### src/rtl/mips_dmem_pkg.sv
// Shared types and constants for the MEM-stage data memory access controller.
package mips_dmem_pkg;

  typedef enum logic [1:0] {
    IDLE = 2'd0,
    BUSY = 2'd1,
    DONE = 2'd2
  } state_t;

  localparam int DEFAULT_TIMEOUT = 16;

  // Low address bits that must be zero for a word access.
  localparam logic [1:0] ALIGN_MASK = 2'b11;

  // Fault causes, kept for a future exception cause register.
  typedef enum logic [1:0] {
    ERR_NONE     = 2'd0,
    ERR_MISALIGN = 2'd1,
    ERR_TIMEOUT  = 2'd2
  } err_cause_t;

endpackage

### src/rtl/dmem_access_ctrl_if.sv
// Data memory req/ack bus; the controller is the master, the memory the slave.
interface dmem_bus_if #(
  parameter int ADDR_W = 32,
  parameter int DATA_W = 32
);
  logic              mem_req_o;
  logic              mem_we_o;
  logic [ADDR_W-1:0] mem_addr_o;
  logic [DATA_W-1:0] mem_wdata_o;
  logic              mem_ack_i;
  logic [DATA_W-1:0] mem_rdata_i;

  modport master (
    output mem_req_o, mem_we_o, mem_addr_o, mem_wdata_o,
    input  mem_ack_i, mem_rdata_i
  );

  modport slave (
    input  mem_req_o, mem_we_o, mem_addr_o, mem_wdata_o,
    output mem_ack_i, mem_rdata_i
  );
endinterface

### src/rtl/dmem_timeout_ctr.sv
// Counts BUSY cycles without ack; expired fires combinationally on the last allowed cycle.
module dmem_timeout_ctr #(
  parameter int TIMEOUT = 16
) (
  input  logic clk,
  input  logic reset,
  input  logic clr,
  input  logic en,
  output logic expired
);

  localparam int CW = (TIMEOUT > 1) ? $clog2(TIMEOUT) : 1;

  logic [CW-1:0] count;

  always_ff @(posedge clk) begin
    if (reset) begin
      count <= '0;
    end else if (clr) begin
      count <= '0;
    end else if (en) begin
      count <= count + 1'b1;
    end
  end

  assign expired = en && (count == CW'(TIMEOUT - 1));

endmodule

### src/rtl/dmem_access_ctrl.sv
// MEM-stage sequencer for a variable-latency req/ack data memory: stalls the
// pipeline while an access is outstanding and reports misaligned/timeout faults.
module dmem_access_ctrl
  import mips_dmem_pkg::*;
#(
  parameter int TIMEOUT = DEFAULT_TIMEOUT,
  parameter int ADDR_W  = 32,
  parameter int DATA_W  = 32
) (
  input  logic              clk,
  input  logic              reset,
  input  logic              valid_i,
  input  logic              is_load_i,
  input  logic              is_store_i,
  input  logic [ADDR_W-1:0] addr_i,
  input  logic [DATA_W-1:0] wdata_i,
  input  logic              flush_i,
  dmem_bus_if.master        bus,
  output logic              stall_o,
  output logic              wb_clr_o,
  output logic [DATA_W-1:0] rdata_o,
  output logic              rdata_valid_o,
  output logic              err_o
);

  state_t state, state_nxt;

  logic              we_q;
  logic [ADDR_W-1:0] addr_q;
  logic [DATA_W-1:0] wdata_q;
  logic [DATA_W-1:0] rdata_q;
  logic              drop_q;
  logic              tmo_q;

  logic access, misaligned, latch, ctr_clr, ctr_en, expired;

  assign access     = valid_i && (is_load_i || is_store_i) && !flush_i;
  assign misaligned = |(addr_i[1:0] & ALIGN_MASK);

  dmem_timeout_ctr #(
    .TIMEOUT (TIMEOUT)
  ) u_tmo (
    .clk     (clk),
    .reset   (reset),
    .clr     (ctr_clr),
    .en      (ctr_en),
    .expired (expired)
  );

  always_ff @(posedge clk) begin
    if (reset) begin
      state <= IDLE;
    end else begin
      state <= state_nxt;
    end
  end

  always_comb begin
    state_nxt     = state;
    stall_o       = 1'b0;
    wb_clr_o      = 1'b0;
    err_o         = 1'b0;
    rdata_valid_o = 1'b0;
    latch         = 1'b0;
    ctr_clr       = 1'b0;
    ctr_en        = 1'b0;
    case (state)
      IDLE: begin
        if (access) begin
          if (misaligned) begin
            err_o    = 1'b1;
            wb_clr_o = 1'b1;
          end else begin
            stall_o   = 1'b1;
            latch     = 1'b1;
            ctr_clr   = 1'b1;
            state_nxt = BUSY;
          end
        end else begin
          wb_clr_o = valid_i && flush_i;
        end
      end
      BUSY: begin
        stall_o = 1'b1;
        if (bus.mem_ack_i) begin
          state_nxt = DONE;
        end else begin
          ctr_en = 1'b1;
          if (expired) state_nxt = DONE;
        end
      end
      DONE: begin
        // Pipeline advances at the end of this cycle; a dropped or timed-out
        // instruction leaves as a bubble.
        rdata_valid_o = !we_q && !drop_q && !tmo_q;
        wb_clr_o      = drop_q || tmo_q;
        err_o         = tmo_q;
        state_nxt     = IDLE;
      end
      default: state_nxt = IDLE;
    endcase
    if (reset) begin
      stall_o       = 1'b0;
      wb_clr_o      = 1'b0;
      err_o         = 1'b0;
      rdata_valid_o = 1'b0;
    end
  end

  always_ff @(posedge clk) begin
    if (reset) begin
      we_q    <= 1'b0;
      addr_q  <= '0;
      wdata_q <= '0;
      rdata_q <= '0;
      drop_q  <= 1'b0;
      tmo_q   <= 1'b0;
    end else begin
      if (latch) begin
        we_q    <= is_store_i;
        addr_q  <= addr_i;
        wdata_q <= wdata_i;
        drop_q  <= 1'b0;
        tmo_q   <= 1'b0;
      end
      if (state == BUSY) begin
        // The bus transaction always runs to ack or timeout, even when squashed.
        if (flush_i) drop_q <= 1'b1;
        if (bus.mem_ack_i && !we_q) rdata_q <= bus.mem_rdata_i;
        if (!bus.mem_ack_i && expired) tmo_q <= 1'b1;
      end
    end
  end

  assign bus.mem_req_o   = (state == BUSY);
  assign bus.mem_we_o    = we_q;
  assign bus.mem_addr_o  = addr_q;
  assign bus.mem_wdata_o = wdata_q;
  assign rdata_o         = rdata_q;

endmodule
### src/flat_wrapper.sv
// flat-port wrapper written by rule: the top's interface ports become plain ports
module dmem_access_ctrl_flat import mips_dmem_pkg::*;
#(
  parameter int TIMEOUT = DEFAULT_TIMEOUT,
  parameter int ADDR_W  = 32,
  parameter int DATA_W  = 32
)
  (clk, reset, valid_i, is_load_i, is_store_i, addr_i, wdata_i, flush_i, stall_o, wb_clr_o, rdata_o, rdata_valid_o, err_o, bus_mem_req_o, bus_mem_we_o, bus_mem_addr_o, bus_mem_wdata_o, bus_mem_ack_i, bus_mem_rdata_i);
  dmem_bus_if #(.ADDR_W(ADDR_W), .DATA_W(DATA_W)) bus_i ();
  input  logic clk;
  input  logic reset;
  input  logic valid_i;
  input  logic is_load_i;
  input  logic is_store_i;
  input  logic [ADDR_W-1:0] addr_i;
  input  logic [DATA_W-1:0] wdata_i;
  input  logic flush_i;
  output logic stall_o;
  output logic wb_clr_o;
  output logic [DATA_W-1:0] rdata_o;
  output logic rdata_valid_o;
  output logic err_o;
  output wire logic [$bits(bus_i.mem_req_o)-1:0] bus_mem_req_o;
  output wire logic [$bits(bus_i.mem_we_o)-1:0] bus_mem_we_o;
  output wire logic [$bits(bus_i.mem_addr_o)-1:0] bus_mem_addr_o;
  output wire logic [$bits(bus_i.mem_wdata_o)-1:0] bus_mem_wdata_o;
  input wire logic [$bits(bus_i.mem_ack_i)-1:0] bus_mem_ack_i;
  input wire logic [$bits(bus_i.mem_rdata_i)-1:0] bus_mem_rdata_i;
  assign bus_mem_req_o = bus_i.mem_req_o;
  assign bus_mem_we_o = bus_i.mem_we_o;
  assign bus_mem_addr_o = bus_i.mem_addr_o;
  assign bus_mem_wdata_o = bus_i.mem_wdata_o;
  assign bus_i.mem_ack_i = bus_mem_ack_i;
  assign bus_i.mem_rdata_i = bus_mem_rdata_i;
  dmem_access_ctrl #(.TIMEOUT(TIMEOUT), .ADDR_W(ADDR_W), .DATA_W(DATA_W)) u_core (.clk(clk), .reset(reset), .valid_i(valid_i), .is_load_i(is_load_i), .is_store_i(is_store_i), .addr_i(addr_i), .wdata_i(wdata_i), .flush_i(flush_i), .bus(bus_i), .stall_o(stall_o), .wb_clr_o(wb_clr_o), .rdata_o(rdata_o), .rdata_valid_o(rdata_valid_o), .err_o(err_o));
endmodule
### config.mk
export PLATFORM = sky130hd
export DESIGN_NAME = dmem_access_ctrl_flat
export DESIGN_NICKNAME = d
export VERILOG_FILES = /design/src/rtl/mips_dmem_pkg.sv /design/src/rtl/dmem_access_ctrl_if.sv /design/src/rtl/dmem_timeout_ctr.sv /design/src/rtl/dmem_access_ctrl.sv /design/src/flat_wrapper.sv
export SDC_FILE = /design/constraint.sdc
export NUM_CORES = 1
export LEC_CHECK = 0
export BUFFER_PORTS_ARGS = -buffer_cell sky130_fd_sc_hd__buf_2
export CORE_AREA = 2 2 104 106
export CTS_CLUSTER_SIZE = 20
export DETAILED_ROUTE_END_ITERATION = 8
export DIE_AREA = 0 0 106 108
export HOLD_SLACK_MARGIN = 0.15
export PLACE_DENSITY = 0.73
export SYNTH_ARGS = -nofsm -noshare
export SYNTH_HDL_FRONTEND = slang
export SYNTH_SLANG_ARGS = --single-unit
### constraint.sdc
create_clock -name clk -period 2 [get_ports clk]
set_input_delay 0.5 -clock clk [delete_from_list [all_inputs] [get_ports clk]]
set_output_delay 0.5 -clock clk [all_outputs]
set_load 0.01 [all_outputs]
==> reports/results.tsv <==
stage	metric	value	unit
status	status	complete, but fails checks	
status	failed_checks	negative setup slack	
grt	grtUsageTotal	19.39	%
logic_synthesis	synth.distinct_cells	34	
logic_synthesis	ys.flop_type	dfxtp_1	
final_layout	fin_util	57.01	%
timing	hold_viol	0	
power	seqPwrFrac	53.8	%
floorplanning	die_h	108	microns
logic_synthesis	synth_most_common_cell	nand2_1	
floorplanning	pin_count	205	
drt	num_vias	4096	
drt	vias_per_cell	5.020	
power	power_frac_comb	10.3	%
worst_setup_path	startpoint	u_core.state[1]	
final_layout	areaGrowthSynthToFinish	37.28	%
min_path	min-delay-start	bus_mem_rdata_i[16]	
worst_setup_path	arrival	1.53	ns
logic_synthesis	async_reset_ff_share	0	%
logic_synthesis	ys.warnings.count	0	
grt	grt_pass1_vias	3881	
floorplanning	core_area	10230	sq um
worst_setup_path	crit_path_top_delay_cell	or4_4	
final_layout	final_nets	779	
clocking	clkLatencyLatePin	0.37	ns
clocking	cts_buffer_depth	2	
grt	grt_overflow_total	0	
logic_synthesis	yosys.area.top_type_share	49.47	%
min_path	min_path_type	in2reg	
final_layout	final_area	5833	sq um
grt	grt_max_degree	74	
power	pwr-share-clk	35.9	%
place	port-buffer-count	204	
power	p_leak	2.634	nW
floorplanning	die_area	11450	sq um
job	maxCapViolations	0	
logic_synthesis	synth.avg_cell_area	8.852	sq um
logic_synthesis	synth-seq-area-share	49.47	%
worst_setup_path	cp-start-kind	register	
drt	postRouteAntennaNets	0	
timing	setup_ws	-0.03382	ns
clocking	path_clk_slew	0.11	ns
worst_setup_path	r2r-start	u_core.state[1]	
floorplanning	die_w	106	microns
worst_setup_path	worstPathRequired	1.50	ns
power	switchingPower	948.4	uW
place	place_hpwl	8129	microns
grt	grt_first_pass_wirelength	17930	microns
logic_synthesis	synth_cells	480	
power	p_int	3.018	mW
logic_synthesis	synth-seq-cells	105	
timing	finClkSkew	0.01612	ns
timing	drv_slew	0	
logic_synthesis	synth_commonest_cells	nand2_1, dfxtp_1, clkbuf_1, nor4_1, nand2b_1	
drt	drt_iter0_markers	222	
final_layout	drive_gt1_share	42.65	%
place	gp_congestion	0.7954	
logic_synthesis	synthTopCellsByArea	dfxtp_1, nand2_1, mux2i_1	
clocking	cts-root-buf	clkbuf_8	
timing	rsz0062_at_grt	yes	
logic_synthesis	netlist_area	4249	sq um
timing	setup_viol	2	
logic_synthesis	synth_edf_count	0	
worst_setup_path	crit_type	reg2out	
final_layout	diodes	0	
timing	fmax	0.4917	GHz
floorplanning	initial_utilization	41.53	%
power	p_per_area	680.0	nW/um^2
logic_synthesis	synth_nets	584	
clocking	cts_buffers	9	
place	placed_area	5453	sq um
timing	tightest_slew	0.5083	ns
power	switching_share	23.91	%
timing	post-route-period-util	101.7	%
drt	wl_per_cell	14.31	microns
timing	relSlewSlack	66.04	%
worst_setup_path	critPathTopFamily	simple AND/OR/NAND/NOR gates	
drt	routed_wl	11680	microns
drt	first_pass_iters	4	
worst_setup_path	cp-end-kind	primary output	
clocking	htreeDepth	3	
worst_setup_path	slowest_delay	0.55	ns
clocking	cts_tree	yes	
worst_setup_path	path_cells	or4_4, a31oi_2, buf_2	
floorplanning	rows	37	
power	peakVddDrop	384.7	uV
clocking	cts_sinks	105	
worst_setup_path	timing.critical_path.buf_inv	1	
timing	fin_crit	2.034	ns
logic_synthesis	yosysTopAreaCell	dfxtp_1	
grt	grt_antenna_before_repair	0	
drt	route.detailed.drc	0	
worst_setup_path	cp_max_fo	2	
-- worst reg2reg max path, stage by stage, from the launching register on --
cell     delay [ns]
dfxtp_2        0.33
buf_4          0.14
or4_4          0.48
or3_4          0.55
a31o_2         0.33
-- stage by stage --
step           hold slack (ns)  instances  setup TNS [ns]  worst slack, ns  total power, mW
6_report                0.3542        816        -0.04774         -0.03382            3.966
5_1_grt                 0.3524        816         -0.1500         -0.09384            4.134
4_1_cts                 0.3373        809        -0.09466         -0.05993            3.994
3_5_place_dp            0.4433        792          -3.576         -0.07949            2.561
3_3_place_gp            0.4381        792          -1.738         -0.05082            2.554
2_1_floorplan           0.4790        480        -0.08907         -0.01485            2.376
-- flip-flops by register name (all words and copies together) (netlist names) --
register	count
u_core.bus.mem_addr_o	32
u_core.bus.mem_we_o	1
u_core.bus.mem_wdata_o	32
u_core.rdata_o	32
u_core.u_tmo.count	4
u_core.tmo_q	1
u_core.state	2
u_core.drop_q	1
-- layer usage --
layer / wire length [microns] / vias up / track usage [%]
met5: 0 / - / 0
met3: 879 / 17 / 5.606
met2: 5630 / 150 / 33.00
met4: 212 / 0 / 8.271
li1: - / 2046 / -
met1: 4954 / 1883 / 22.95
-- worst paths after layout --
path                                to  slack [ns]  cells after the start
max                           wb_clr_o       -0.03                      3
max reg2reg  u_core.bus.mem_addr_o[24]        0.08                      4
min                 u_core.rdata_o[16]        0.35                      3
min reg2reg         u_core.rdata_o[31]        0.46                      2
-- timing repair --
item / in CTS / in global routing
setup buffers: 1 / 4
resized for setup: 4 / 9
setup endpoints to repair: 4 / 30
gates cloned: 0 / 3
hold buffers: 0 / 0
pin swaps: 2 / 2
hold endpoints to repair: 0 / 0
-- cells in the final DEF (no fill, tap or decap), types with 2 or more instances in the layout --
master     synthesis  routed
a21oi_1           34      33
a31o_1             6       6
a31o_2            29      29
and3_1             3       3
buf_12             0       4
buf_2              5     204
buf_4              0      16
buf_6              3       2
bufinv_16          0       2
clkbuf_16          0       3
clkbuf_8           0       9
clkinv_2           0       3
dfxtp_1          105     103
dfxtp_2            0       2
mux2i_1           31      30
nand2_1          126     126
nand2b_1          35      34
nand3_1            2       2
nor2_1             3       2
nor3_1             3       3
nor3b_1            2       2
nor4_1            36      34
or4_4              1       2
xnor2_1            2       2
-- power groups by stage --
stage / clock, mW / combinational (mW) / sequential (mW)
after floorplan: 0 / 0.181 / 2.19
after global placement: 0 / 0.372 / 2.18
after detailed placement: 0 / 0.379 / 2.18
after CTS: 1.48 / 0.381 / 2.13
after global routing: 1.55 / 0.445 / 2.14
final: 1.42 / 0.407 / 2.13
-- cell type report --
class	instances	area (sq um)
Tap cell	136	170.2
Inverter	2	7.507
Fill cell	898	4398
Timing Repair Buffer	229	1319
Clock inverter	7	92.59
Multi-Input combinational cell	328	2016
Sequential cell	105	2105
Clock buffer	9	123.9
-- cell families (layout without fill, tap and decap cells) --
family	after synthesis	after routing	synth area share, %
multiplexers	31	31	7.303
adder cells (fa/ha/maj)	1	1	0.2944
buffers and inverters	47	247	4.829
flip-flops	105	105	49.47
AND/OR/NAND/NOR	220	220	25.59
XOR/XNOR	2	2	0.4123
AO/OA/AOI/OAI	74	74	12.10
Note: power is estimated with default switching activity, not from simulation.
